[src/rtl/mult_div_unit_if.sv]
// Bus between the EX stage and the multiply/divide unit.
//   master: EX side, drives launch/MTHI/MTLO requests and operands, reads HI/LO/status.
//   slave : mult_div_unit, consumes requests and drives HI/LO, Busy, Div_By_Zero.
interface mult_div_unit_if #(
  parameter int unsigned WIDTH = 32
);
  logic             Start_E;
  logic [1:0]       Md_Op_E;
  logic [WIDTH-1:0] Src_A_E;
  logic [WIDTH-1:0] Src_B_E;
  logic             Mthi_E;
  logic             Mtlo_E;
  logic [WIDTH-1:0] Hi;
  logic [WIDTH-1:0] Lo;
  logic             Busy;
  logic             Div_By_Zero;

  modport master (
    output Start_E, Md_Op_E, Src_A_E, Src_B_E, Mthi_E, Mtlo_E,
    input  Hi, Lo, Busy, Div_By_Zero
  );

  modport slave (
    input  Start_E, Md_Op_E, Src_A_E, Src_B_E, Mthi_E, Mtlo_E,
    output Hi, Lo, Busy, Div_By_Zero
  );
endinterface

[src/rtl/mult_div_unit.sv]
// Iterative MULT/MULTU/DIV/DIVU unit owning the HI/LO registers.
// One multiplier/quotient bit per cycle over CYCLES cycles; signed ops run on
// magnitudes with sign fixup at write-back. Also performs MTHI/MTLO.
// Ports:
//   clk - clock, rising edge
//   rst - synchronous active-high reset
//   md  - slave side of mult_div_unit_if (requests, operands, HI/LO, Busy, Div_By_Zero)
module mult_div_unit #(
  parameter int unsigned WIDTH  = 32,
  parameter int unsigned CYCLES = WIDTH
) (
  input logic            clk,
  input logic            rst,
  mult_div_unit_if.slave md
);

  localparam int unsigned CNT_W = $clog2(CYCLES + 1);

  typedef enum logic [1:0] {IDLE, MUL, DIV} state_t;

  state_t             state;
  logic [CNT_W-1:0]   count;
  logic [WIDTH-1:0]   opnd;      // multiplicand (MUL) or divisor (DIV) magnitude
  logic [2*WIDTH-1:0] acc;       // MUL: {partial, multiplier}; DIV: {remainder, dividend}
  logic [WIDTH-1:0]   src_a;     // raw Src_A for divide-by-zero write-back
  logic               neg_q;     // negate product / quotient
  logic               neg_r;     // negate remainder
  logic               div_zero;

  logic               is_signed;
  logic               a_neg;
  logic               b_neg;
  logic [WIDTH-1:0]   a_mag;
  logic [WIDTH-1:0]   b_mag;
  logic [WIDTH:0]     mul_sum;
  logic [2*WIDTH-1:0] mul_next;
  logic [WIDTH:0]     div_trial;
  logic               div_ge;
  logic [WIDTH-1:0]   div_rem;
  logic [2*WIDTH-1:0] div_next;
  logic [2*WIDTH-1:0] step_next;
  logic [2*WIDTH-1:0] prod_fix;
  logic [WIDTH-1:0]   q_fix;
  logic [WIDTH-1:0]   r_fix;

  // Operand magnitudes at launch and one iteration step of each algorithm.
  always_comb begin
    is_signed = ~md.Md_Op_E[0];
    a_neg     = is_signed & md.Src_A_E[WIDTH-1];
    b_neg     = is_signed & md.Src_B_E[WIDTH-1];
    a_mag     = a_neg ? -md.Src_A_E : md.Src_A_E;
    b_mag     = b_neg ? -md.Src_B_E : md.Src_B_E;

    // Shift-add: add multiplicand on LSB of multiplier, shift whole accumulator right.
    mul_sum   = {1'b0, acc[2*WIDTH-1:WIDTH]} + (acc[0] ? {1'b0, opnd} : '0);
    mul_next  = {mul_sum, acc[WIDTH-1:1]};

    // Restoring divide: shift next dividend bit into remainder, subtract if it fits.
    div_trial = {acc[2*WIDTH-1:WIDTH], acc[WIDTH-1]};
    div_ge    = div_trial >= {1'b0, opnd};
    div_rem   = div_ge ? WIDTH'(div_trial - {1'b0, opnd}) : div_trial[WIDTH-1:0];
    div_next  = {div_rem, acc[WIDTH-2:0], div_ge};

    step_next = (state == DIV) ? div_next : mul_next;

    prod_fix  = neg_q ? -mul_next : mul_next;
    q_fix     = neg_q ? -div_next[WIDTH-1:0] : div_next[WIDTH-1:0];
    r_fix     = neg_r ? -div_next[2*WIDTH-1:WIDTH] : div_next[2*WIDTH-1:WIDTH];
  end

  // Control FSM, datapath registers and HI/LO.
  always_ff @(posedge clk) begin
    if (rst) begin
      state          <= IDLE;
      count          <= '0;
      opnd           <= '0;
      acc            <= '0;
      src_a          <= '0;
      neg_q          <= 1'b0;
      neg_r          <= 1'b0;
      div_zero       <= 1'b0;
      md.Hi          <= '0;
      md.Lo          <= '0;
      md.Busy        <= 1'b0;
      md.Div_By_Zero <= 1'b0;
    end else begin
      case (state)
        IDLE: begin
          if (md.Start_E) begin
            state          <= md.Md_Op_E[1] ? DIV : MUL;
            count          <= CNT_W'(CYCLES);
            md.Busy        <= 1'b1;
            md.Div_By_Zero <= 1'b0;
            src_a          <= md.Src_A_E;
            neg_q          <= a_neg ^ b_neg;
            neg_r          <= a_neg;
            div_zero       <= (md.Src_B_E == '0);
            if (md.Md_Op_E[1]) begin
              opnd <= b_mag;
              acc  <= {{WIDTH{1'b0}}, a_mag};
            end else begin
              opnd <= a_mag;
              acc  <= {{WIDTH{1'b0}}, b_mag};
            end
          end else begin
            if (md.Mthi_E) md.Hi <= md.Src_A_E;
            if (md.Mtlo_E) md.Lo <= md.Src_A_E;
          end
        end

        MUL, DIV: begin
          acc   <= step_next;
          count <= count - CNT_W'(1);
          // Last iteration: write back with sign fixup and release Busy.
          if (count == CNT_W'(1)) begin
            state   <= IDLE;
            md.Busy <= 1'b0;
            if (state == DIV) begin
              if (div_zero) begin
                md.Hi          <= src_a;
                md.Lo          <= '1;
                md.Div_By_Zero <= 1'b1;
              end else begin
                md.Hi <= r_fix;
                md.Lo <= q_fix;
              end
            end else begin
              {md.Hi, md.Lo} <= prod_fix;
            end
          end
        end

        default: state <= IDLE;
      endcase
    end
  end

endmodule

[src/flat_wrapper.sv]
// flat-port wrapper written by rule: the top's interface ports become plain ports
module mult_div_unit_flat 
#(
  parameter int unsigned WIDTH  = 32,
  parameter int unsigned CYCLES = WIDTH
)
  (clk, rst, md_Start_E, md_Md_Op_E, md_Src_A_E, md_Src_B_E, md_Mthi_E, md_Mtlo_E, md_Hi, md_Lo, md_Busy, md_Div_By_Zero);
  mult_div_unit_if #(.WIDTH(WIDTH)) md_i ();
  input logic clk;
  input logic rst;
  input wire logic [$bits(md_i.Start_E)-1:0] md_Start_E;
  input wire logic [$bits(md_i.Md_Op_E)-1:0] md_Md_Op_E;
  input wire logic [$bits(md_i.Src_A_E)-1:0] md_Src_A_E;
  input wire logic [$bits(md_i.Src_B_E)-1:0] md_Src_B_E;
  input wire logic [$bits(md_i.Mthi_E)-1:0] md_Mthi_E;
  input wire logic [$bits(md_i.Mtlo_E)-1:0] md_Mtlo_E;
  output wire logic [$bits(md_i.Hi)-1:0] md_Hi;
  output wire logic [$bits(md_i.Lo)-1:0] md_Lo;
  output wire logic [$bits(md_i.Busy)-1:0] md_Busy;
  output wire logic [$bits(md_i.Div_By_Zero)-1:0] md_Div_By_Zero;
  assign md_i.Start_E = md_Start_E;
  assign md_i.Md_Op_E = md_Md_Op_E;
  assign md_i.Src_A_E = md_Src_A_E;
  assign md_i.Src_B_E = md_Src_B_E;
  assign md_i.Mthi_E = md_Mthi_E;
  assign md_i.Mtlo_E = md_Mtlo_E;
  assign md_Hi = md_i.Hi;
  assign md_Lo = md_i.Lo;
  assign md_Busy = md_i.Busy;
  assign md_Div_By_Zero = md_i.Div_By_Zero;
  mult_div_unit #(.WIDTH(WIDTH), .CYCLES(CYCLES)) u_core (.clk(clk), .rst(rst), .md(md_i));
endmodule
[config.mk]
export PLATFORM = sky130hd
export DESIGN_NAME = mult_div_unit_flat
export DESIGN_NICKNAME = d
export VERILOG_FILES = /design/src/rtl/mult_div_unit_if.sv /design/src/rtl/mult_div_unit.sv /design/src/flat_wrapper.sv
export SDC_FILE = /design/constraint.sdc
export NUM_CORES = 1
export LEC_CHECK = 0
export CORE_UTILIZATION = 50
export CTS_BUF_LIST = sky130_fd_sc_hd__clkbuf_16
export DETAILED_ROUTE_END_ITERATION = 8
export PLACE_DENSITY = 0.7
export SYNTH_ARGS = -nofsm -noshare
export SYNTH_HDL_FRONTEND = slang
export SYNTH_SLANG_ARGS = --single-unit
[constraint.sdc]
create_clock -name clk -period 7.3 [get_ports clk]
set_clock_uncertainty 0.1 [all_clocks]
set_input_delay 0.73 -clock clk [delete_from_list [all_inputs] [get_ports clk]]
set_output_delay 0.73 -clock clk [all_outputs]
set_load 0.05 [all_outputs]
== Word level (Yosys, flattened, before mapping) ==
Cells that the tools add are included.

* Register bits after elaboration: 205
* Latch bits: 0
* Memory bits (writable): 0
* Memory bits (read-only): 0
* Input port bits: 71
* Output and inout port bits: 66
* Logic and storage cells: 84
* Memories: 0

* $add $sub $neg: 8
* Multiply operators: 0
* Divide/modulo/power cells: 0
* Magnitude comparators: 1
* Equal/unequal tests: 10
* Shift operators: 0
* Mux-type cells: 38
* Bitwise logic cells: 4
* Reduce and logical (&&, ||, !) cells: 11

{| class="wikitable"
|+ Operator list
! operator !! count
|-
| 2-to-1 mux 32 bit || 18
|-
| 2-to-1 mux 64 bit || 3
|-
| negator 32 bit || 4
|-
| case mux 32 bit (2 select lines) || 2
|-
| case mux 64 bit (2 select lines) || 1
|-
| negator 64 bit || 1
|-
| adder 32 x 32 -> 33 bit || 1
|-
| greater-or-equal comparator 33 x 32 -> 1 bit || 1
|-
| zero test 32 bit || 1
|-
| subtractor 32 bit || 1
|-
| case mux 6 bit (2 select lines) || 1
|-
| != test 2 bit, second input constant || 4
|-
| AND reduction 4 bit || 2
|-
| == test 6 x 1 -> 1 bit, second input constant || 1
|-
| 2-to-1 mux 1 bit || 6
|-
| 2-to-1 mux 2 bit || 3
|-
| 2-to-1 mux 6 bit || 1
|-
| != test 2 x 1 -> 1 bit, second input constant || 3
|-
| AND reduction 2 bit || 3
|-
| subtractor 6 x 1 -> 6 bit, second input constant || 1
|-
| AND reduction 5 bit || 1
|-
| case mux 1 bit (2 select lines) || 2
|-
| case mux 2 bit (2 select lines) || 1
|-
| AND reduction 3 bit || 1
|-
| 8 further kinds || 9
|}

== Logic depth before layout (Yosys ltp) ==
* Depth in word-level cells: 8
* Depth in mapped cells: 22
* Depth with buffers taken out: 17

== Worst setup path before layout ==
Ideal clock, no wire load.

* Path kind: reg2reg
* Start: reg u_core.acc[32]
* End: reg u_core.md.Hi[22]
* Library setup time: 0.112 ns
* Arrival time: 4.245 ns
* Data required time: 7.088 ns
* Setup slack: 2.843 ns
* Cell stages (with the launch flop): 21
* Path buffers: 4
* Clock period less this slack: 4.457 ns
* Path through: dfxtp_1 ha_1 nor2b_1 o31a_2 o211ai_2 a21oi_2 or3_4 buf_6 buf_4 buf_2 buf_1 nor2_1 a21oi_1 inv_1 ha_1 o2111ai_2 o31ai_1 xnor2_1 o211ai_1 o21ai_1 a2111oi_1

* Word-level cells in the longest chain between the ends: 8
* Elaborated cells on any way between the ends: 12
* Classes of those cells: add/sub (4); order compare (1); mux (7)

{| class="wikitable"
|+ RTL lines
! item !! line !! text
|-
| start, declared || mult_div_unit.sv:24 || <nowiki>logic [2*WIDTH-1:0] acc;</nowiki>
|-
| start signal, assigned || mult_div_unit.sv:100 || <nowiki>acc <= {{WIDTH{1'b0}}, a_mag};</nowiki>
|-
| start signal, assigned || mult_div_unit.sv:103 || <nowiki>acc <= {{WIDTH{1'b0}}, b_mag};</nowiki>
|-
| start signal, assigned || mult_div_unit.sv:112 || <nowiki>acc <= step_next;</nowiki>
|-
| subtractor 32 bit or greater-or-equal comparator 33 x 32 -> 1 bit (tied branches) || mult_div_unit.sv:61, mult_div_unit.sv:60 ||
|-
| 2-to-1 mux 32 bit || mult_div_unit.sv:61 || <nowiki>div_rem = div_ge ? WIDTH'(div_trial - {1'b0, opnd}) : div_trial[WIDTH-1:0];</nowiki>
|-
| negator 32 bit || mult_div_unit.sv:68 || <nowiki>r_fix = neg_r ? -div_next[2*WIDTH-1:WIDTH] : div_next[2*WIDTH-1:WIDTH];</nowiki>
|-
| 2-to-1 mux 32 bit || mult_div_unit.sv:68 ||
|-
| 2-to-1 mux 32 bit || mult_div_unit.sv:119 || <nowiki>if (div_zero) begin</nowiki>
|-
| 2-to-1 mux 32 bit (*) || mult_div_unit.sv:118 || <nowiki>if (state == DIV) begin</nowiki>
|-
| 2-to-1 mux 32 bit (*) || mult_div_unit.sv:115 || <nowiki>if (count == CNT_W'(1)) begin</nowiki>
|-
| case mux 32 bit (2 select lines) (*) || mult_div_unit.sv:87 || <nowiki>case (state)</nowiki>
|-
| end signal, assigned || mult_div_unit.sv:120 || <nowiki>md.Hi <= src_a;</nowiki>
|-
| end signal, assigned || mult_div_unit.sv:124 || <nowiki>md.Hi <= r_fix;</nowiki>
|-
| end signal, assigned || mult_div_unit.sv:128 || <nowiki>{md.Hi, md.Lo} <= prod_fix;</nowiki>
|-
| end, declared || mult_div_unit_if.sv:25 || <nowiki>output Hi, Lo, Busy, Div_By_Zero</nowiki>
|}

Every way passes the cells marked *; elsewhere a longest branch is shown, timed or not. The select of a mux whose other input is x is not followed.
A chain may end at the register's enable or synchronous reset.

== Worst setup path after layout ==
* Start: reg u_core.acc[0]
* End: reg u_core.md.Hi[30]

* Word-level cells in the longest chain between the ends: 7

{| class="wikitable"
|+ RTL lines
! item !! line !! text
|-
| 2-to-1 mux 32 bit (*) || mult_div_unit.sv:55 || <nowiki>mul_sum = {1'b0, acc[2*WIDTH-1:WIDTH]} + (acc[0] ? {1'b0, opnd} : '0);</nowiki>
|-
| adder 32 x 32 -> 33 bit (*) || mult_div_unit.sv:55 ||
|-
| negator 64 bit || mult_div_unit.sv:66 || <nowiki>prod_fix = neg_q ? -mul_next : mul_next;</nowiki>
|-
| 2-to-1 mux 64 bit (*) || mult_div_unit.sv:66 ||
|-
| 2-to-1 mux 32 bit (*) || mult_div_unit.sv:118 ||
|-
| 2-to-1 mux 32 bit (*) || mult_div_unit.sv:115 ||
|-
| case mux 32 bit (2 select lines) (*) || mult_div_unit.sv:87 ||
|}

Marks and branches as above.

==> metrics.cfg <==
[hold_path]
min_path_cells = 2
hold_class = register to register
whs_endpoint = u_core.opnd[2]
hp-start = u_core.opnd[2]

[floorplan]
dieArea_um2 = 38600
fp.dieW_um = 196.5
core_um2 = 36870
rows = 70
io_pins = 137
die_y_um = 196.5
start_util_pct = 51.29

[finish]
multi_input_area_um2 = 13720
final_util_pct = 57.12
antenna_cells = 0
seq_area_um2 = 4105
fillers = 3602
nNetsFinal = 2795
finalNonFillerCells = 3170
drive_gt1_share_pct = 5.064
area_delta_synth_final_pct = 11.37

[grt]
grt_pass1_wl_um = 113200
gr-total-overflow = 0
antenna_found_initial = 5
grt_pass1_vias = 18670
grt_usage_pct = 38.03
grt_max_degree = 113

[synthesis]
synthMuxAreaShare_pct = 4.658
synthCells = 2670
synth_flop_cell = dfxtp_1
synth_commonest_cells = nand2_1 (347), nor2_1 (346), a21oi_1 (212)
yosys.area.top_type = dfxtp_1
synth_area_um2 = 18910
async_reset_ff_share_pct = 0
yosysMostFrequentCell = nand2_1
yosys.area_share.simple_pct = 24.47
synth_edf_count = 0
synth_top_family_by_area = compound AO/OA/AOI/OAI gates
synth_fa_ha_area_share_pct = 5.108
ys_types = 98
ys_warn_count = 0
synth-xor-area-share_pct = 10.42
ys_seq_elements = 205
synth_seq_area_share_pct = 21.70
avgSynthCellArea_um2 = 7.083
synth.top_cell.area_share_pct = 21.70
synthTopCellsByArea = dfxtp_1 (22%), nand2_1 (6.9%), nor2_1 (6.9%)
synth-compound-area-share_pct = 27.58
synth_nets = 2817

[place]
post-place-cells = 3126
io_buffers = 136
hpwl_um = 56390
gp_congestion = 1.004

[clocking]
clk_pin_slew_ns = 0.06
clock_sinks = 205
postCtsSetupRepairBufs = 0
cts_buffers = 24
root_buffer = clkbuf_16
clockBufferDepth = 3
ctsHoldBuffers = 0
cts_tree = done
clk_latency_ns = 0.56
ctsResizeCount = 0
htreeDepth = 1

[critical_path]
crit_chain = inv_1 > nor2_1 > ha_1 > a21oi_1 > o211ai_1 > a31oi_1 > o21ai_1 > xor2_1 > nor4_1 > nand4_1 > or4_1 > a21oi_1 > a2111oi_0 > a221oi_1
arrival_ns = 6.02
reg2reg_to = u_core.md.Hi[30]
worstSetupPathType = register to register
startpoint = u_core.acc[0]
regToRegStartpoint = u_core.acc[0]
crit_path_end_kind = register
r2r_cells = 14
crit_path_start_kind = register
required_ns = 7.65
slowest_stage = inv_1
slowest_delay_ns = 0.89
reg2reg_slack_ns = 1.63
cpMostUsedCell = a21oi_1
worstPathMaxFanout = 31

[drt]
drt-initial-drc-count = 2311
viasPerCell = 6.518
vias = 20660
wl_per_cell_um = 23.78
ant_nets = 0
drc_errors = 0
drtPass1Iterations = 6
totalWireLength_um = 75390

[power]
powerDensity_nw_per_um2 = 216.3
ir_worst_vdd_v = 0.0002427
fin_total_pwr_uw = 4555
power.leakage_uw = 0.007890

[run_status]
status = complete, no violations

[sta]
slew_headroom_pct = 20.46
finalHoldViolCount = 0
period_share_pct = 77.68
fin_crit_ns = 5.671
setup_viol = 0
grt_setup_unrepaired = no
worst_pin_slew_ns = 1.192
slew_violations = 0
fmaxAchievable_mhz = 176.3
setup_tns_ns = 0

[job]
maxCapViolCount = 0

-- sequential cells by signal, indices dropped and copies added, names as in the netlist --
name / flops
u_core.acc: 64
u_core.count: 6
u_core.div_zero: 1
u_core.md.Busy: 1
u_core.md.Div_By_Zero: 1
u_core.md.Hi: 32
u_core.md.Lo: 32
u_core.neg_q: 1
u_core.neg_r: 1
u_core.opnd: 32
u_core.src_a: 32
u_core.state: 2
-- worst max-delay path by stage --
stage	end	cells after the start
floorplan	u_core.md.Hi[22]	20
global placement	u_core.md.Hi[30]	15
detailed placement	u_core.md.Hi[30]	15
global route	u_core.md.Hi[30]	15
CTS	u_core.md.Hi[30]	15
finish	u_core.md.Hi[30]	14
-- placed cells by master, fill, tap and decap left out, drive strengths merged, types with 14 or more instances in the layout --
| master | n |
|---|---|
| a211oi | 91 |
| a21o | 21 |
| a21oi | 221 |
| a22oi | 14 |
| a311oi | 42 |
| a31oi | 16 |
| and2 | 20 |
| buf | 27 |
| clkbuf | 25 |
| clkdlybuf4s50 | 134 |
| dfxtp | 205 |
| ha | 74 |
| inv | 91 |
| mux2 | 21 |
| mux2i | 64 |
| nand2 | 347 |
| nand2b | 15 |
| nand3 | 31 |
| nand4 | 18 |
| nor2 | 346 |
| nor2b | 18 |
| nor3 | 94 |
| nor4 | 36 |
| o211ai | 54 |
| o21ai | 139 |
| o221ai | 28 |
| o31ai | 39 |
| or3 | 18 |
| or4 | 17 |
| xnor2 | 137 |
| xor2 | 88 |
-- power by group --
part / total [µW] / internal [µW] / switching [µW]
Combinational: 1970 / 665 / 1300
Sequential: 1380 / 1240 / 144
Clock: 1210 / 684 / 523
-- cells by family (layout without fill, tap and decap cells) --
group | Yosys count | in the layout
simple gates | 1017 | 1017
compound gates | 771 | 771
buf+inv | 291 | 287
flops | 205 | 205
xor+xnor | 225 | 225
fa+ha+maj | 76 | 76
mux | 85 | 85
-- critical path: cells and delay by family, from the launching register on --
family          cells  cell delay, ns
compound gates      7            1.78
xor+xnor            1            0.27
fa+ha+maj           1            0.41
buf+inv             1            0.89
flops               1            0.39
simple gates        4            1.71
-- routing by layer --
layer | up-vias | global-route usage, % | routed length [µm]
met2 | 1051 | 57.68 | 32310
met3 | 188 | 6.160 | 6922
li1 | 9585 | - | -
met1 | 9831 | 51.59 | 31810
met4 | 8 | 20.14 | 4294
met5 | - | 0 | 54
-- metrics by stage --
step / hold slack, ns / area (µm²) / setup slack [ns]
after CTS: 0.3534 / 21060 / 1.766
after floorplan: 0.3311 / 18910 / 2.843
final: 0.3518 / 21060 / 1.629
after detailed placement: 0.3450 / 20300 / 1.755
after global routing: 0.3685 / 21060 / 1.203
after global placement: 0.3398 / 20300 / 1.904
-- cell type report --
cell class / count / area share (%)
inverters: 82 / 1.462
clock inverters: 19 / 0.6179
flip-flops and latches: 205 / 19.49
well taps: 504 / 2.994
multi-input cells: 2174 / 65.13
repair buffers: 161 / 7.337
clock buffers: 25 / 2.971
(Power assumes the default switching activity.)
